<file path="src/rtl/euler_pkg.sv">
// Shared types, constants and helpers for the Euler result-to-ASCII streamer.
// Optional feature macro: EULER_ASCII_NEWLINE_EN adds a trailing line-feed byte.
package euler_pkg;

    localparam logic [7:0] ASCII_ZERO = 8'h30;
    localparam logic [7:0] ASCII_LF   = 8'h0A;

`ifdef EULER_ASCII_NEWLINE_EN
    typedef enum logic [2:0] {
        StIdle,
        StConvert,
        StLocate,
        StEmit,
        StNewline
    } state_e;
`else
    typedef enum logic [2:0] {
        StIdle,
        StConvert,
        StLocate,
        StEmit
    } state_e;
`endif

    // Decimal digits needed for a width-bit unsigned value: ceil(width * log10(2)).
    function automatic int unsigned digits_for(input int unsigned width);
        return (width * 30103 + 99999) / 100000;
    endfunction

endpackage

</file>
<file path="src/rtl/bcd_adjust.sv">
// Double-dabble nibble correction: add 3 to a BCD digit that is 5 or more.
module bcd_adjust (
    input  logic [3:0] nib_i,
    output logic [3:0] nib_o
);

    // Result never exceeds 12, so the 4-bit add cannot carry out.
    always_comb begin
        nib_o = nib_i;
        if (nib_i >= 4'd5) begin
            nib_o = nib_i + 4'd3;
        end
    end

endmodule

</file>
<file path="src/rtl/euler_result_ascii.sv">
// Captures a binary result, converts it to BCD with a bit-serial double-dabble pass and
// streams the decimal digits as ASCII (MSD first, leading zeros suppressed) over valid/ready.
// Optional feature macro: EULER_ASCII_NEWLINE_EN appends 0x0A and moves out_last onto it.
module euler_result_ascii
    import euler_pkg::*;
#(
    parameter int unsigned WIDTH  = 32,
    parameter int unsigned DIGITS = digits_for(WIDTH)
) (
    input  logic             clk,
    input  logic             rst,
    input  logic [WIDTH-1:0] result,
    input  logic             result_valid,
    output logic             busy,
    output logic [7:0]       out_data,
    output logic             out_valid,
    input  logic             out_ready,
    output logic             out_last
);

    localparam int unsigned BcdW = 4 * DIGITS;
    localparam int unsigned CntW = $clog2(WIDTH + 1);
    localparam int unsigned PtrW = (DIGITS > 1) ? $clog2(DIGITS) : 1;

    state_e            state_q, state_d;
    logic [WIDTH-1:0]  shift_q, shift_d;
    logic [BcdW-1:0]   bcd_q, bcd_d, bcd_adj;
    logic [CntW-1:0]   cnt_q, cnt_d;
    logic [PtrW-1:0]   ptr_q, ptr_d, ptr_msd;
    logic [3:0]        cur_nib;
    logic              xfer;

    for (genvar g = 0; g < DIGITS; g++) begin : g_adj
        bcd_adjust u_bcd_adjust (
            .nib_i (bcd_q[4*g +: 4]),
            .nib_o (bcd_adj[4*g +: 4])
        );
    end

    // Index of the most significant nonzero digit; 0 when the whole value is zero.
    always_comb begin
        ptr_msd = '0;
        for (int unsigned i = 0; i < DIGITS; i++) begin
            if (bcd_q[4*i +: 4] != 4'd0) begin
                ptr_msd = PtrW'(i);
            end
        end
    end

    assign cur_nib = bcd_q[{ptr_q, 2'b00} +: 4];
    assign xfer    = out_valid && out_ready;

    // Outputs are decoded from registered state only, so out_valid never sees out_ready.
    always_comb begin
        busy      = (state_q != StIdle);
        out_valid = 1'b0;
        out_last  = 1'b0;
        out_data  = 8'h00;
        case (state_q)
            StEmit: begin
                out_valid = 1'b1;
                out_data  = ASCII_ZERO + {4'h0, cur_nib};
`ifndef EULER_ASCII_NEWLINE_EN
                out_last  = (ptr_q == '0);
`endif
            end
`ifdef EULER_ASCII_NEWLINE_EN
            StNewline: begin
                out_valid = 1'b1;
                out_data  = ASCII_LF;
                out_last  = 1'b1;
            end
`endif
            default: ;
        endcase
    end

    // Next-state logic: capture, convert, locate MSD, then emit digits.
    always_comb begin
        state_d = state_q;
        shift_d = shift_q;
        bcd_d   = bcd_q;
        cnt_d   = cnt_q;
        ptr_d   = ptr_q;
        unique case (state_q)
            StIdle: begin
                if (result_valid) begin
                    shift_d = result;
                    bcd_d   = '0;
                    cnt_d   = CntW'(WIDTH);
                    state_d = StConvert;
                end
            end
            StConvert: begin
                {bcd_d, shift_d} = {bcd_adj[BcdW-2:0], shift_q, 1'b0};
                cnt_d            = cnt_q - 1'b1;
                if (cnt_q == CntW'(1)) begin
                    state_d = StLocate;
                end
            end
            StLocate: begin
                ptr_d   = ptr_msd;
                state_d = StEmit;
            end
            StEmit: begin
                if (xfer) begin
                    if (ptr_q != '0) begin
                        ptr_d = ptr_q - 1'b1;
                    end else begin
`ifdef EULER_ASCII_NEWLINE_EN
                        state_d = StNewline;
`else
                        state_d = StIdle;
`endif
                    end
                end
            end
`ifdef EULER_ASCII_NEWLINE_EN
            StNewline: begin
                if (xfer) begin
                    state_d = StIdle;
                end
            end
`endif
            default: state_d = StIdle;
        endcase
    end

    // State registers; reset drops any conversion or emission in progress.
    always_ff @(posedge clk or posedge rst) begin
        if (rst) begin
            state_q <= StIdle;
            shift_q <= '0;
            bcd_q   <= '0;
            cnt_q   <= '0;
            ptr_q   <= '0;
        end else begin
            state_q <= state_d;
            shift_q <= shift_d;
            bcd_q   <= bcd_d;
            cnt_q   <= cnt_d;
            ptr_q   <= ptr_d;
        end
    end

endmodule
</file>
<file path="config.mk">
export PLATFORM = sky130hd
export DESIGN_NAME = euler_result_ascii
export DESIGN_NICKNAME = d
export VERILOG_FILES = /design/src/rtl/euler_pkg.sv /design/src/rtl/bcd_adjust.sv /design/src/rtl/euler_result_ascii.sv
export SDC_FILE = /design/constraint.sdc
export NUM_CORES = 1
export LEC_CHECK = 0
export ABC_AREA = 1
export BUFFER_PORTS_ARGS = -buffer_cell sky130_fd_sc_hd__buf_2
export CORE_ASPECT_RATIO = 1.1
export CORE_UTILIZATION = 60
export DETAILED_ROUTE_END_ITERATION = 6
export MAX_ROUTING_LAYER = met4
export PLACE_DENSITY = 0.93
export SLEW_MARGIN = 40
export SYNTH_ARGS = -nofsm -noshare
export SYNTH_HDL_FRONTEND = slang
export SYNTH_SLANG_ARGS = --single-unit
</file>
<file path="constraint.sdc">
create_clock -name clk -period 3.6 [get_ports clk]
set_input_delay 0.18 -clock clk [delete_from_list [all_inputs] [get_ports clk]]
set_output_delay 0.18 -clock clk [all_outputs]
set_load 0.01 [all_outputs]
</file>
==> summary.txt <==
Yosys
  • XOR/XNOR Fraction of Synth Area: 0.0105
  • Largest family of logic cells by synthesized area: compound AO/OA/AOI/OAI gates
  • Synth Register Bits: 84
  • Post-Synth Simple-Gate Area: 0.180
  • Post-synthesis mux area share: 0
  • Post-synthesis adder-cell area fraction: 0.0701
  • Synthesis Warnings: 0
  • Post-synthesis cell area: between 0.004 and 0.005 mm²
  • Post-Synthesis Cells: roughly 640
  • Post-synthesis compound-gate area fraction: 0.212
  • Register area share after synthesis: 0.421
  • Post-synth cell types: 35
  • Avg Cell Area, Syn: just under 8 µm²

Floorplan
  • Core ar.: 0.00800 mm²
  • Die area: between 0.008 and 0.009 mm²
  • Std cell rows: 34
  • Initial Util: 0.625
  • I/O pins: 47
  • Die W: 89.0 µm
  • Die height: between 90 and 100 µm

Route
  • Drt pass-1 iters: 5
  • Detailed Route Iter0 Violations: between 300 and 400
  • Via-to-Cell Ratio: between 5 and 6
  • WL/cell: 14.5 µm
  • Residual DRC count: 0
  • Total number of vias: about 4500
  • Post-DRT Antenna Nets: 0
  • Final wirelength: 11400 µm

Clock tree
  • CTS max path bufs: 2
  • CTS root buf: clkbuf_8
  • Worst skew pair latency: around 370 ps
  • Clock Sinks: 84
  • H-tree levels: 3
  • Total CTS buffers: 9
  • CTS tree: built
  • Post-CTS Resized: 0
  • Clock Pin Slew Worst Setup and Hold Paths: about 90 ps

STA
  • Final WS setup: around 800 ps
  • Worst Tran Pin Value: around 760 ps
  • RSZ-0062 raised after global routing: false
  • Setup violations, final: 0
  • Clock Skews: about 9.8 ps
  • Tcrit/Tclk final: 0.779
  • Slew Viols, Final: 0
  • Final Hold Fails: 0
  • Post-route setup TNS: 0 ps
  • Max Clk Rate: around 360 MHz
  • Min cycle time layout: 2810 ps
  • Worst slew margin: 0.493

Hold path
  • Hold crit path type: in -> reg

GRT
  • GRT overflow: 0
  • Vias in the first global route: around 4400
  • Largest net degree at the start of global routing: 63
  • Global-route wire length before repair: approximately 20000 µm
  • Initial antenna violation count: 0
  • GRT Util Overall: 0.297

Final layout
  • Diodes inserted: 0
  • Fraction of layout cells with a size suffix above 1: 0.112
  • Filler cells: 650
  • Final Util: 0.679
  • NumNets Final: between 700 and 800
  • P&R area growth vs syn: 8.77%
  • Final non-filler cell total: 789

Worst setup path
  • Data required, critical path: between 3000 and 4000 ps
  • Critical path class: reg -> reg
  • Crit start category: flip-flop
  • CP arrival: 3100 ps
  • Critical Path Fanout Max: 22
  • Critical Path End Type: flip-flop

Power and ir drop
  • Power Dens Cells: around 940 mW/mm²
  • Max IR drop VDD: between 500 and 600 µV
  • Pleak: around 2.6 nW

Placed design
  • Post-DP HPWL: roughly 8000 µm
  • Dpl ws: 893 ps
  • Placed insts: 772
  • Gpl congestion: roughly 0.93
  • PortBufs: 44

Outcome
  • Status: complete, no violations

Flow run
  • Max-Cap Viols: 0
-- state kept, by name (all words and copies together), names as in the netlist --
name / cells
bcd_q: 40
cnt_q: 6
ptr_q: 4
shift_q: 32
state_q: 2
-- power breakdown --
part	switching, mW	total [mW]	internal, mW
logic	1.83	2.73	0.907
registers	0.307	1.66	1.36
clock network	0.371	0.699	0.328
total	2.50	5.10	2.59
-- what timing repair did --
action                                 in CTS  in global routing
buffers inserted                            0                  0
hold buffers                                1                  0
endpoints found under the hold margin      61                  0
-- worst paths after layout --
check                                start           to  slack (ps)  cells past startpoint
worst max-delay path            state_q[1]     bcd_q[2]         790                      8
worst min-delay path            result[22]  shift_q[22]          20                      3
worst max register to register  state_q[1]     bcd_q[2]         790                      8
worst min register to register  shift_q[0]   shift_q[0]         530                      1
max in group asynchronous              rst    bcd_q[23]        2470                      4
min in group asynchronous              rst  shift_q[11]         400                      3
-- area by class of cell --
cell class / instances / area (µm²) / share of cell area
Inverter: 96 / 368 / 0.0677
Tap cell: 108 / 135 / 0.0249
Timing Repair Buffer: 49 / 260 / 0.0479
Clock buffer: 10 / 128 / 0.0235
Clock inverter: 6 / 71.3 / 0.0131
Sequential cell: 84 / 2100 / 0.387
Multi-Input combinational cell: 436 / 2370 / 0.436
-- cells in the mapped netlist (all sizes together) --
cell type	number	area share
o22ai	16	0.020
nand3b	1	0.0015
nand2	128	0.096
a31oi	19	0.024
o31ai	5	0.0075
nor2	48	0.037
o221ai	10	0.018
nor3	3	0.0030
o21bai	1	0.0015
o32ai	3	0.0098
or2	2	0.0025
nand3	34	0.034
clkinv	1	0.00075
a32o	1	0.0020
o211ai	4	0.0060
xor2	6	0.011
nand4	3	0.0038
o21ai	87	0.088
inv	95	0.072
clkbuf	9	0.0068
conb	1	0.00075
a21oi	32	0.034
nor4	2	0.0025
buf	20	0.026
ha	28	0.070
dfrtp	84	0.42
a22o	1	0.0018
-- kinds of logic (layout without fill, tap and decap cells) --
family / after synthesis / count (layout)
xor gates and xnor gates: 6 / 6
and+or+nand+nor: 221 / 221
adders and majority gates: 28 / 28
AOI/OAI and AO/OA: 179 / 179
DFF: 84 / 84
other: 1 / 2
buffers and inverters: 125 / 161
-- metal layers --
metal  up-vias  share of wire  GRT usage
met5         -              0          -
met4         0          0.026      0.128
met3        32          0.056     0.0433
met2       174           0.49      0.478
met1      2112           0.43      0.371
li1       2201              -          -
-- through the flow --
stage / hold WS (ps) / power [mW] / area (µm²)
2_1_floorplan: 307 / 3.76 / 5000
6_report: 19.5 / 5.10 / 5430
4_1_cts: 17.5 / 5.05 / 5430
3_3_place_gp: 391 / 4.16 / 5220
5_1_grt: 46.2 / 5.52 / 5430
3_5_place_dp: 274 / 4.33 / 5230
-- layout by cell type, fill, tap and decap left out, types with 2 or more instances in the layout --
master | Yosys | routed
a21oi_1 | 31 | 31
nor3_1 | 3 | 3
clkinv_4 | 0 | 2
o221ai_1 | 10 | 10
nand4_1 | 3 | 3
inv_2 | 3 | 3
buf_2 | 12 | 44
nand3_1 | 34 | 34
nand2_1 | 128 | 128
o21ai_0 | 85 | 85
clkbuf_8 | 0 | 9
nor4_1 | 2 | 2
buf_4 | 5 | 4
conb_1 | 1 | 2
o22ai_1 | 16 | 16
o31ai_1 | 5 | 5
ha_1 | 28 | 28
or2_2 | 2 | 2
o211ai_1 | 4 | 4
a31oi_1 | 19 | 19
xor2_1 | 6 | 6
dfrtp_1 | 84 | 84
inv_1 | 91 | 90
o32ai_2 | 3 | 3
nor2_1 | 47 | 47
-- critical path: stages (launching register included) --
cell and delay, ps:
dfrtp_1 430, inv_1 110, ha_1 660, inv_2 320, a21oi_4 490, inv_2 310
a21oi_1 220, o21ai_0 100, o21ai_0 70
Note: power is estimated with default switching activity, not from simulation.
